## config.mk

```make
export PLATFORM = sky130hd
export DESIGN_NAME = scan_loader
export DESIGN_NICKNAME = d
export VERILOG_FILES = /design/src/rtl/scan_loader.sv
export SDC_FILE = /design/constraint.sdc
export NUM_CORES = 1
export LEC_CHECK = 0
export ABC_CLOCK_PERIOD_IN_PS = 3300
export CORE_ASPECT_RATIO = 0.6
export CORE_MARGIN = 4
export CORE_UTILIZATION = 40
export DETAILED_ROUTE_END_ITERATION = 10
export DONT_BUFFER_PORTS = 1
export SETUP_SLACK_MARGIN = 0.15
export SKIP_CTS_REPAIR_TIMING = 1
export SLEW_MARGIN = 0
export SYNTH_ARGS = -nofsm -noshare
export SYNTH_HDL_FRONTEND = slang
export SYNTH_SLANG_ARGS = --single-unit
```

## constraint.sdc

```tcl
create_clock -name clk -period 3.3 [get_ports clk]
set_input_delay 0 -clock clk [delete_from_list [all_inputs] [get_ports clk]]
set_output_delay 0 -clock clk [all_outputs]
set_load 0.05 [all_outputs]
```

## src/rtl/scan_loader.sv

```systemverilog
`default_nettype none
// ----------------------------------------------------------------------------
// Module : scan_loader
// Desc   : Loads a scan chain from a byte stream, MSB first, 8 shifts per byte.
//          Define SCAN_LOADER_READBACK_EN to capture chain output into out_data.
// Rev    : 1.0  initial release
// ----------------------------------------------------------------------------
module scan_loader #(
  parameter int CHAIN_LEN = 272,
  parameter int BYTES     = CHAIN_LEN / 8
) (
  input  logic       clk,
  input  logic       rst,
  input  logic       start,
  input  logic       in_valid,
  output logic       in_ready,
  input  logic [7:0] in_data,
  output logic       out_valid,
  input  logic       out_ready,
  output logic [7:0] out_data,
  output logic       scan_enable,
  output logic       scan_out,
  input  logic       scan_in,
  output logic       busy,
  output logic       done
);

  localparam int               CNT_W    = $clog2(BYTES + 1);
  localparam logic [CNT_W-1:0] LAST_CNT = CNT_W'(BYTES);

  typedef enum logic [2:0] {
    IDLE  = 3'd0,
    LOAD  = 3'd1,
    SHIFT = 3'd2,
`ifdef SCAN_LOADER_READBACK_EN
    DRAIN = 3'd3,
`endif
    DONE  = 3'd4
  } state_t;

  state_t           state_q, state_d;
  logic [CNT_W-1:0] cnt_q, cnt_d;
  logic [2:0]       bit_q, bit_d;
  logic [7:0]       data_q, data_d;
  logic             in_ready_q;
  logic             scan_en_q;
  logic             busy_q;
  logic             done_q;

`ifdef SCAN_LOADER_READBACK_EN
  logic [7:0]       cap_q, cap_d;
  logic             out_valid_q;
  logic [7:0]       out_data_q;
`endif

  always_comb begin
    state_d = state_q;
    cnt_d   = cnt_q;
    bit_d   = bit_q;
    data_d  = data_q;
`ifdef SCAN_LOADER_READBACK_EN
    cap_d   = cap_q;
`endif
    case (state_q)
      IDLE: begin
        if (start) begin
          state_d = LOAD;
          cnt_d   = '0;
        end
      end
      LOAD: begin
        if (in_valid && in_ready_q) begin
          data_d  = in_data;
          bit_d   = '0;
          state_d = SHIFT;
        end
      end
      SHIFT: begin
        // data_q[7] drives scan_out; shifting left presents the next bit
        data_d = {data_q[6:0], 1'b0};
`ifdef SCAN_LOADER_READBACK_EN
        cap_d  = {cap_q[6:0], scan_in};
`endif
        bit_d  = bit_q + 3'd1;
        if (bit_q == 3'd7) begin
          cnt_d = cnt_q + CNT_W'(1);
`ifdef SCAN_LOADER_READBACK_EN
          state_d = DRAIN;
`else
          state_d = (cnt_d == LAST_CNT) ? DONE : LOAD;
`endif
        end
      end
`ifdef SCAN_LOADER_READBACK_EN
      DRAIN: begin
        if (out_ready) state_d = (cnt_q == LAST_CNT) ? DONE : LOAD;
      end
`endif
      DONE:    state_d = IDLE;
      default: state_d = IDLE;
    endcase
  end

  // Outputs are decoded from the next state so they change with the state register
  always_ff @(posedge clk) begin
    if (rst) begin
      state_q     <= IDLE;
      cnt_q       <= '0;
      bit_q       <= '0;
      data_q      <= '0;
      in_ready_q  <= 1'b0;
      scan_en_q   <= 1'b0;
      busy_q      <= 1'b0;
      done_q      <= 1'b0;
`ifdef SCAN_LOADER_READBACK_EN
      cap_q       <= '0;
      out_valid_q <= 1'b0;
      out_data_q  <= '0;
`endif
    end else begin
      state_q     <= state_d;
      cnt_q       <= cnt_d;
      bit_q       <= bit_d;
      data_q      <= data_d;
      in_ready_q  <= (state_d == LOAD);
      scan_en_q   <= (state_d == SHIFT);
      busy_q      <= (state_d != IDLE);
      done_q      <= (state_d == DONE);
`ifdef SCAN_LOADER_READBACK_EN
      cap_q       <= cap_d;
      out_valid_q <= (state_d == DRAIN);
      out_data_q  <= (state_d == DRAIN) ? cap_d : 8'h00;
`endif
    end
  end

  assign in_ready    = in_ready_q;
  assign scan_enable = scan_en_q;
  assign scan_out    = data_q[7];
  assign busy        = busy_q;
  assign done        = done_q;

`ifdef SCAN_LOADER_READBACK_EN
  assign out_valid = out_valid_q;
  assign out_data  = out_data_q;
`else
  logic unused_inputs;
  assign unused_inputs = scan_in ^ out_ready;
  assign out_valid     = 1'b0;
  assign out_data      = 8'h00;
`endif

endmodule
`default_nettype wire

```

==> results.sh, run 1 <==
export IMPL_p_leak_nw=0.5351
export IMPL_wl_per_cell_um=13.05
export IMPL_critPathKind="reg2reg"
export IMPL_rsz0062_at_grt="no"
export IMPL_finalCriticalPeriod_ps=2000
export IMPL_synth_edf_count=0
export IMPL_fmax_mhz=499.9
export IMPL_critPathMaxFanout=13
export IMPL_grt_pass1_wl_mm=3.608
export IMPL_netlist_area_leader_share_pct=39.63
export IMPL_vias=900
export IMPL_critPathSlowestCell="dfxtp_1"
export IMPL_irDropWorstVdd_mv=0.1869
export IMPL_port_buffers=0
export IMPL_fp_dieW_um=79.08
export IMPL_max_stage_delay_ps=650
export IMPL_drive_above_1_share_pct=5.263
export IMPL_grt_max_degree=26
export IMPL_hpwl_mm=1.591
export IMPL_timing_max_cap_violations=0
export IMPL_crit_path_cell_trace="nand3_1 > or3_1 > mux2i_1 > a211oi_1"
export IMPL_ys_warn_count=0
export IMPL_cts_tree="done"
export IMPL_antenna_found_initial=0
export IMPL_cp_num_buf_inv=0
export IMPL_grt_overflow=0
export IMPL_root_buffer="clkbuf_8"
export IMPL_clockBufferDepth=2
export IMPL_dieArea_um2=4005
export IMPL_slew_headroom_pct=39.90
export IMPL_start_util_pct=41.95
export IMPL_synth_area_leader_cell="dfxtp_1"
export IMPL_firstDrtPassIters=4
export IMPL_clock_latency_ps=270
export IMPL_synth_top_cells_by_area="dfxtp_1, mux2i_1, buf_4, a211oi_1, nor2_1"
export IMPL_gp_congestion=0.7633
export IMPL_cts_sink_count=24
export IMPL_worst_pin_slew_ps=898.6
export IMPL_final_nets=152
export IMPL_path_delay_family="simple AND/OR/NAND/NOR gates"
export IMPL_grtUsageTotal_pct=11.75
export IMPL_worstPathRequired_ps=3470
export IMPL_period_share_pct=60.62
export IMPL_final_util_pct=45.19
export IMPL_violations="negative hold slack"
export IMPL_critPathArrivalTime_ps=2170
export IMPL_finalClockSkew_ps=8.066
export IMPL_async_flop_share_pct=0
export IMPL_drtAntennaViolNets=0
export IMPL_grt_pass1_vias=717
export IMPL_drt_iter0_drc=107
export IMPL_clk_pin_slew_worst_paths_ps=90
export IMPL_area_delta_synth_final_pct=7.740
export IMPL_hold_viol_final=3
export IMPL_setup_tns_ps=0
export IMPL_critPathLaunchType="register"
export IMPL_finalSetupViolCount=0
export IMPL_core_area_um2=2890
export IMPL_finalMaxSlewViolations=0
export IMPL_fin_hold_ws_ps=-32.23
export IMPL_powerDensity_nw_per_um2=481.5
export IMPL_drc=0
export IMPL_cts_buffers=3
export IMPL_yosysSeqAreaShare_pct=39.63
export IMPL_syn_cell_area_um2=1212
export IMPL_ys_flop_type="dfxtp_1"
export IMPL_htreeDepth=1
export IMPL_ios=28
export IMPL_synthesis_instances=134
export IMPL_avgSynthCellArea_um2=9.048
export IMPL_endpoint_kind="register"
export IMPL_wirelength_mm=2.284
export IMPL_status="finished with violations"
export IMPL_die_height_um=50.65
export IMPL_drt_vias_per_instance=5.143
export IMPL_ys_types=36
export IMPL_ys_ff_latch=24
export IMPL_n_antenna_cell=0
export IMPL_num_rows=15
export IMPL_worst_hold_path_type="in2reg"
[flip-flops by register name, indices dropped and copies added (netlist names)]
signal       flops
data_q           8
cnt_q            6
bit_q            3
state_q          3
busy             1
done             1
in_ready         1
scan_enable      1
[kinds of logic after synthesis]
kind of cell	synth area share (%)
other	0.3093
DFF	39.63
adders and majority gates	4.128
xor gates and xnor gates	0.7225
buffers and inverters	10.53
and+or+nand+nor	21.26
muxes	8.256
AOI/OAI and AO/OA	15.17
[worst reg2reg max path, cell delays in order (launching register included)]
cell and delay, ps:
dfxtp_1 650, nand3_1 170, or3_1 610, mux2i_1 210
a211oi_1 260
[layout make-up]
cell class,count,area (µm²)
flip-flops and latches,24,480.5
clock inverters,1,30.03
repair buffers,6,60.06
fillers,293,1584
clock buffers,3,41.29
multi-input cells,97,634.4
well taps,42,52.55
inverters,2,7.507
[path summary, 6_finish.rpt]
kind              start         to  slack, ps  depth (start not counted)
max            in_ready  data_q[4]       1300                          4
min          in_data[7]  data_q[7]        -30                          2
max reg2reg    in_ready  data_q[4]       1300                          4
min reg2reg    bit_q[0]   bit_q[0]        490                          2
[routing by layer]
layer,vias up,global-route usage (%),part of all wire (%)
met2,23,15.36,39
li1,459,-,-
met5,-,0,0
met1,416,17.21,53
met3,2,4.839,6.4
met4,0,3.429,1.1
[synthesized netlist by cell type (all sizes together), types with 3 or more instances]
master	count
nand2	3
ha	4
dfxtp	24
a21oi	7
o21ai	4
nor2	15
clkbuf	4
mux2i	10
nand3	6
or3	4
a211oi	8
buf	15
a31oi	3
[cell usage in the layout (no fill, tap or decap)]
cell type,instances
or3_1,4
a211oi_1,8
o311ai_1,1
dfxtp_1,24
a41oi_1,2
and2_1,1
and2_0,1
a31oi_1,3
dlygate4sd3_1,6
and3_1,2
nor2_1,15
nand3_1,6
or3b_1,2
ha_1,4
nor4b_2,2
mux2i_1,10
clkbuf_8,3
o211ai_1,1
nor3b_1,1
a21o_1,1
nand4bb_1,1
conb_1,9
o21ai_0,4
nor2b_1,2
nand4b_1,1
xnor2_1,1
nand2b_1,1
nor3_1,2
nand2_1,3
bufinv_16,1
a21oi_1,7
inv_1,2
nand4_1,1
a31o_2,1
[metrics by stage]
stage               total power, mW  hold slack (ps)  cell area, µm²  cells  worst slack [ps]
global placement             0.3689            72.19            1175    165              1373
detailed placement           0.3694            74.14            1175    165              1350
finish                       0.6289           -32.23            1306    175              1300
floorplan                    0.3775            71.61            1242    142              1554
global route                 0.6554            4.474            1306    175              1127
CTS                          0.6260           -220.5            1246    169              1307
[where the power goes]
group,internal (mW),total (mW),switching [mW]
sequential,0.298,0.315,0.0169
combinational,0.0168,0.0581,0.0412
clock,0.162,0.256,0.0938
total,0.477,0.629,0.152
(Power assumes the default switching activity.)
==> inputs of run 2 (changes only) <==
--- a/config.mk
+++ b/config.mk
@@ -5,7 +5,7 @@
 export SDC_FILE = /design/constraint.sdc
 export NUM_CORES = 1
 export LEC_CHECK = 0
-export ABC_CLOCK_PERIOD_IN_PS = 3300
+export ABC_CLOCK_PERIOD_IN_PS = 1900
 export CORE_ASPECT_RATIO = 0.6
 export CORE_MARGIN = 4
 export CORE_UTILIZATION = 40
==> constraint.sdc (replaced) <==
create_clock -name clk -period 1.9 [get_ports clk]
set_input_delay 0 -clock clk [delete_from_list [all_inputs] [get_ports clk]]
set_output_delay 0 -clock clk [all_outputs]
set_load 0.05 [all_outputs]
==> run 2 against run 1 <==
Effect of this change:
- largest cell class unchanged
- the flow still finishes with violations (negative hold slack)
- register-to-register slack got worse by 1100 ps
- sequential power rose by 70%
- sequential share of layout area rose by 1.3 points
- critical path depth rose by 2
- global-route usage rose by 0.29 points
- hold slack got worse by 170 ps
- clock skew fell by 6.3 ps
==> results.sh, run 2 (synthesis results as in run 1) <==
export IMPL_area_delta_synth_final_pct=4.025
export IMPL_final_nets=151
export IMPL_wl_per_cell_um=13.35
export IMPL_final_common_cell="dfxtp_1"
export IMPL_pre_cts_ws_ps=231.2
export IMPL_vias=889
export IMPL_start_util_pct=41.95
export IMPL_grt_max_degree=24
export IMPL_port_buffers=0
export IMPL_reg_largest_list="data_q x8, cnt_q x6"
export IMPL_num_rows=15
export IMPL_drtAntennaViolNets=0
export IMPL_gp_congestion=0.7650
export IMPL_finalClockSkew_ps=1.803
export IMPL_setup_tns_ps=0
export IMPL_layout_common_cells="dfxtp_1, nor2_1, mux2i_1, conb_1, a211oi_1"
export IMPL_period_share_pct=87.19
export IMPL_grt_overflow=0
export IMPL_fmax_mhz=603.6
export IMPL_drive_above_1_share_pct=9.924
export IMPL_clk_pin_slew_worst_paths_ps=80
export IMPL_core_area_um2=2890
export IMPL_antenna_found_initial=0
export IMPL_drt_vias_per_instance=5.139
export IMPL_powerDensity_nw_per_um2=741.0
export IMPL_die_height_um=50.65
export IMPL_grtUsageTotal_pct=12.04
export IMPL_critPathLaunchType="register"
export IMPL_ios=28
export IMPL_dieArea_um2=4005
export IMPL_timing_max_cap_violations=0
export IMPL_n_antenna_cell=0
export IMPL_htreeDepth=1
export IMPL_finalSetupViolCount=0
export IMPL_p_leak_nw=0.5197
export IMPL_fp_dieW_um=79.08
export IMPL_drt_iter0_drc=37
export IMPL_violations="negative hold slack"
export IMPL_critPathMaxFanout=6
export IMPL_cts_buffers=3
export IMPL_worstPathRequired_ps=2060
export IMPL_grt_pass1_vias=762
export IMPL_top_register="data_q"
export IMPL_endpoint_kind="register"
export IMPL_fin_hold_ws_ps=-202.8
export IMPL_wirelength_mm=2.309
export IMPL_critPathKind="reg2reg"
export IMPL_drc=0
export IMPL_final_setup_worst_slack_ps=243.3
export IMPL_hold_viol_final=24
export IMPL_cts_tree="done"
export IMPL_status="finished with violations"
export IMPL_firstDrtPassIters=4
export IMPL_critPathArrivalTime_ps=1810
export IMPL_largest_reg_flops=8
export IMPL_worst_hold_path_type="in2reg"
export IMPL_root_buffer="clkbuf_8"
export IMPL_irDropWorstVdd_mv=0.3021
export IMPL_finalMaxSlewViolations=0
export IMPL_grt_pass1_wl_mm=3.753
export IMPL_finalCriticalPeriod_ps=1657
export IMPL_clock_latency_ps=260
export IMPL_rsz0062_at_grt="yes"
export IMPL_hpwl_mm=1.678
export IMPL_cts_sink_count=24
export IMPL_clockBufferDepth=2
[run 2: changes by cell type in the layout (fill, tap and decap cells not counted)]
cell | before | now
buf_4 | 0 | 5
bufinv_16 | 1 | 0
dlygate4sd3_1 | 6 | 0
ha_1 | 4 | 3
ha_2 | 0 | 1
or3_1 | 4 | 3
or3_4 | 0 | 1
[run 2: critical path: stages, from the launching register on]
cell and delay [ps]:
dfxtp_1 350, ha_1 160, ha_2 230, mux2i_1 80, or3_1 430, o21ai_0 210, a21oi_1 80
[run 2: final timing paths]
check | start | cells past startpoint | slack [ps] | to
max reg2reg | bit_q[0] | 6 | 240 | cnt_q[4]
min | rst | 1 | -200 | busy
max | bit_q[0] | 6 | 240 | cnt_q[4]
min reg2reg | bit_q[2] | 2 | 470 | bit_q[2]
[run 2: area by class of cell]
type	instances	area, µm²
clock buffer	3	41.29
fill	280	1629
sequential	24	480.5
timing repair buffer	5	37.54
tap	42	52.55
multi-input combinational	97	641.9
inverter	2	7.507
[run 2: per-stage QoR]
stage | instance area, µm² | total power [mW] | utilization, % | cells | hold WS (ps)
after floorplan | 1242 | 0.6557 | - | 142 | 71.61
after global placement | 1212 | 0.6469 | 41.95 | 170 | 72.53
after detailed placement | 1212 | 0.6487 | 41.95 | 170 | 73.98
final | 1261 | 0.9345 | 43.64 | 173 | -202.8
after CTS | 1254 | 0.9350 | 43.38 | 173 | -206.1
after global routing | 1261 | 0.9679 | 43.64 | 173 | -217.3
[run 2: layer usage]
layer,global-route usage [%],up-vias,share of wire [%]
li1,-,461,-
met1,18.00,407,55
met2,16.48,21,40
met3,4.480,0,5.6
met4,1.714,0,0
met5,0,-,0
[run 2: power by group]
group          total [mW]  switching [mW]  leakage, nW  internal [mW]
Combinational       0.102          0.0750        0.303         0.0268
Clock               0.296           0.155       0.0216          0.142
Sequential          0.536          0.0187        0.195          0.518
==> inputs of run 3 (changes only) <==
--- a/config.mk
+++ b/config.mk
@@ -5,7 +5,7 @@
 export SDC_FILE = /design/constraint.sdc
 export NUM_CORES = 1
 export LEC_CHECK = 0
-export ABC_CLOCK_PERIOD_IN_PS = 1900
+export ABC_CLOCK_PERIOD_IN_PS = 1410
 export CORE_ASPECT_RATIO = 0.6
 export CORE_MARGIN = 4
 export CORE_UTILIZATION = 40
==> constraint.sdc (replaced) <==
create_clock -name clk -period 1.41 [get_ports clk]
set_input_delay 0 -clock clk [delete_from_list [all_inputs] [get_ports clk]]
set_output_delay 0 -clock clk [all_outputs]
set_load 0.05 [all_outputs]
==> run 3 against run 2 <==
Effect of this change:
- core utilization up 9.9 points
- clock power up 59%
- the run ends with negative hold slack, negative setup slack left
- non-clock buffer count up 12
- routed wire length up 20%
- largest cell class unchanged
- register-to-register slack worse by 280 ps
- combinational power up 67%
- clock skew up 6.4 ps
- largest power group unchanged
- clock-buffer cell count up 1
- power up 45%
- die area unchanged
- cell area up 23%
==> results.sh, run 3 (synthesis results as in run 1) <==
export IMPL_status="finished with violations"
export IMPL_violations="negative hold slack, negative setup slack"
export IMPL_power_mw=1.359
export IMPL_layout_common_cells="dfxtp_1, nor2_1, buf_4, mux2i_1, conb_1"
export IMPL_dieArea_um2=4005
export IMPL_p_leak_nw=0.6166
export IMPL_drive_above_1_share_pct=38.19
export IMPL_core_area_um2=2890
export IMPL_fp_dieW_um=79.08
export IMPL_root_buffer="clkbuf_8"
export IMPL_endpoint_kind="register"
export IMPL_wirelength_mm=2.770
export IMPL_grt_pass1_wl_mm=4.174
export IMPL_r2r_start="bit_q[1]"
export IMPL_grt_pass1_vias=831
export IMPL_reg_largest_list="data_q x8, cnt_q x6"
export IMPL_port_buffers=0
export IMPL_finalMaxSlewViolations=0
export IMPL_final_nets=163
export IMPL_drt_iter0_drc=47
export IMPL_finalClockSkew_ps=8.240
export IMPL_critPathMaxFanout=6
export IMPL_grt_overflow=0
export IMPL_dp_cells=177
export IMPL_die_height_um=50.65
export IMPL_final_util_pct=53.55
export IMPL_antenna_found_initial=0
export IMPL_cts_tree="done"
export IMPL_worstPathRequired_ps=1570
export IMPL_worst_hold_path_type="in2reg"
export IMPL_drtAntennaViolNets=0
export IMPL_r2r_setup_slack_ps=-30
export IMPL_period_share_pct=102.4
export IMPL_critPathArrivalTime_ps=1610
export IMPL_n_antenna_cell=0
export IMPL_irDropWorstVdd_mv=0.3818
export IMPL_ios=28
export IMPL_rsz0062_at_grt="yes"
export IMPL_num_rows=15
export IMPL_cts_buffers=3
export IMPL_htreeDepth=1
export IMPL_clk_pin_slew_worst_paths_ps=90
export IMPL_area_delta_synth_final_pct=27.66
export IMPL_final_common_cell="dfxtp_1"
export IMPL_drt_vias_per_instance=5.344
export IMPL_powerDensity_nw_per_um2=878.1
export IMPL_critPathLaunchType="register"
export IMPL_finalSetupViolCount=3
export IMPL_hp_start="rst"
export IMPL_grt_max_degree=24
export IMPL_gp_congestion=0.7896
export IMPL_hpwl_mm=1.929
export IMPL_hold_viol_final=24
export IMPL_final_cells=186
export IMPL_largest_reg_flops=8
export IMPL_timing_critical_path_from="bit_q[1]"
export IMPL_firstDrtPassIters=4
export IMPL_timing_max_cap_violations=0
export IMPL_fillCellCount=270
export IMPL_critPathKind="reg2reg"
export IMPL_start_util_pct=41.95
export IMPL_clockBufferDepth=2
export IMPL_pre_cts_ws_ps=-76.91
export IMPL_finalCriticalPeriod_ps=1444
export IMPL_seq_area_um2=500.5
export IMPL_vias=994
export IMPL_fin_hold_ws_ps=-218.0
export IMPL_final_setup_worst_slack_ps=-34.45
export IMPL_clock_latency_ps=270
export IMPL_multiInputGateArea_um2=782.0
export IMPL_grtUsageTotal_pct=13.32
export IMPL_wl_per_cell_um=14.89
export IMPL_fmax_mhz=692.3
export IMPL_drc=0
export IMPL_cts_sink_count=24
export IMPL_top_register="data_q"
==> run 3: cell types whose count changed in the layout (fill, tap and decap cells not counted), sizes merged <==
cell    before  now
clkbuf       3    4
buf          5   17
==> run 3: worst max-delay path, cell delays in order, from the launching register on <==
cell	delay [ps]
dfxtp_2	360
ha_4	150
ha_4	150
mux2i_1	70
or3_4	380
mux2i_1	170
nor2_1	50
==> run 3: through the flow <==
step	TNS (ps)	instance area, µm²
after floorplan	-270.7	1320
after CTS	-485.5	1369
after global routing	-706.3	1548
after global placement	-88.48	1314
after detailed placement	-303.8	1314
final	-72.48	1548
==> run 3: layout make-up <==
type	instances	area share, %
clock buffers	4	3.557
flip-flops and latches	24	32.34
well taps	42	3.395
inverters	2	0.4850
repair buffers	17	9.701
multi-input cells	97	50.53
==> run 3: power by group <==
| part | leakage, nW | internal (mW) | switching, mW |
|---|---|---|---|
| combinational | 0.388 | 0.0576 | 0.112 |
| clock | 0.0288 | 0.249 | 0.222 |
| sequential | 0.199 | 0.693 | 0.0253 |
| total | 0.617 | 1.00 | 0.359 |
==> run 3: worst paths after layout <==
check                                  end  cells after the start
worst max-delay path              cnt_q[1]                      6
worst min-delay path            state_q[1]                      1
worst max register to register    cnt_q[1]                      6
worst min register to register   data_q[5]                      2
==> run 3: routing by layer <==
metal	wire [µm]	vias to the layer above	share of wire, %	global-route usage [%]
li1	-	486	-	-
met1	1377	469	50	20.46
met2	1165	36	42	17.46
met3	216	3	7.8	4.659
met4	11	0	0.40	2.571
met5	0	-	0	0
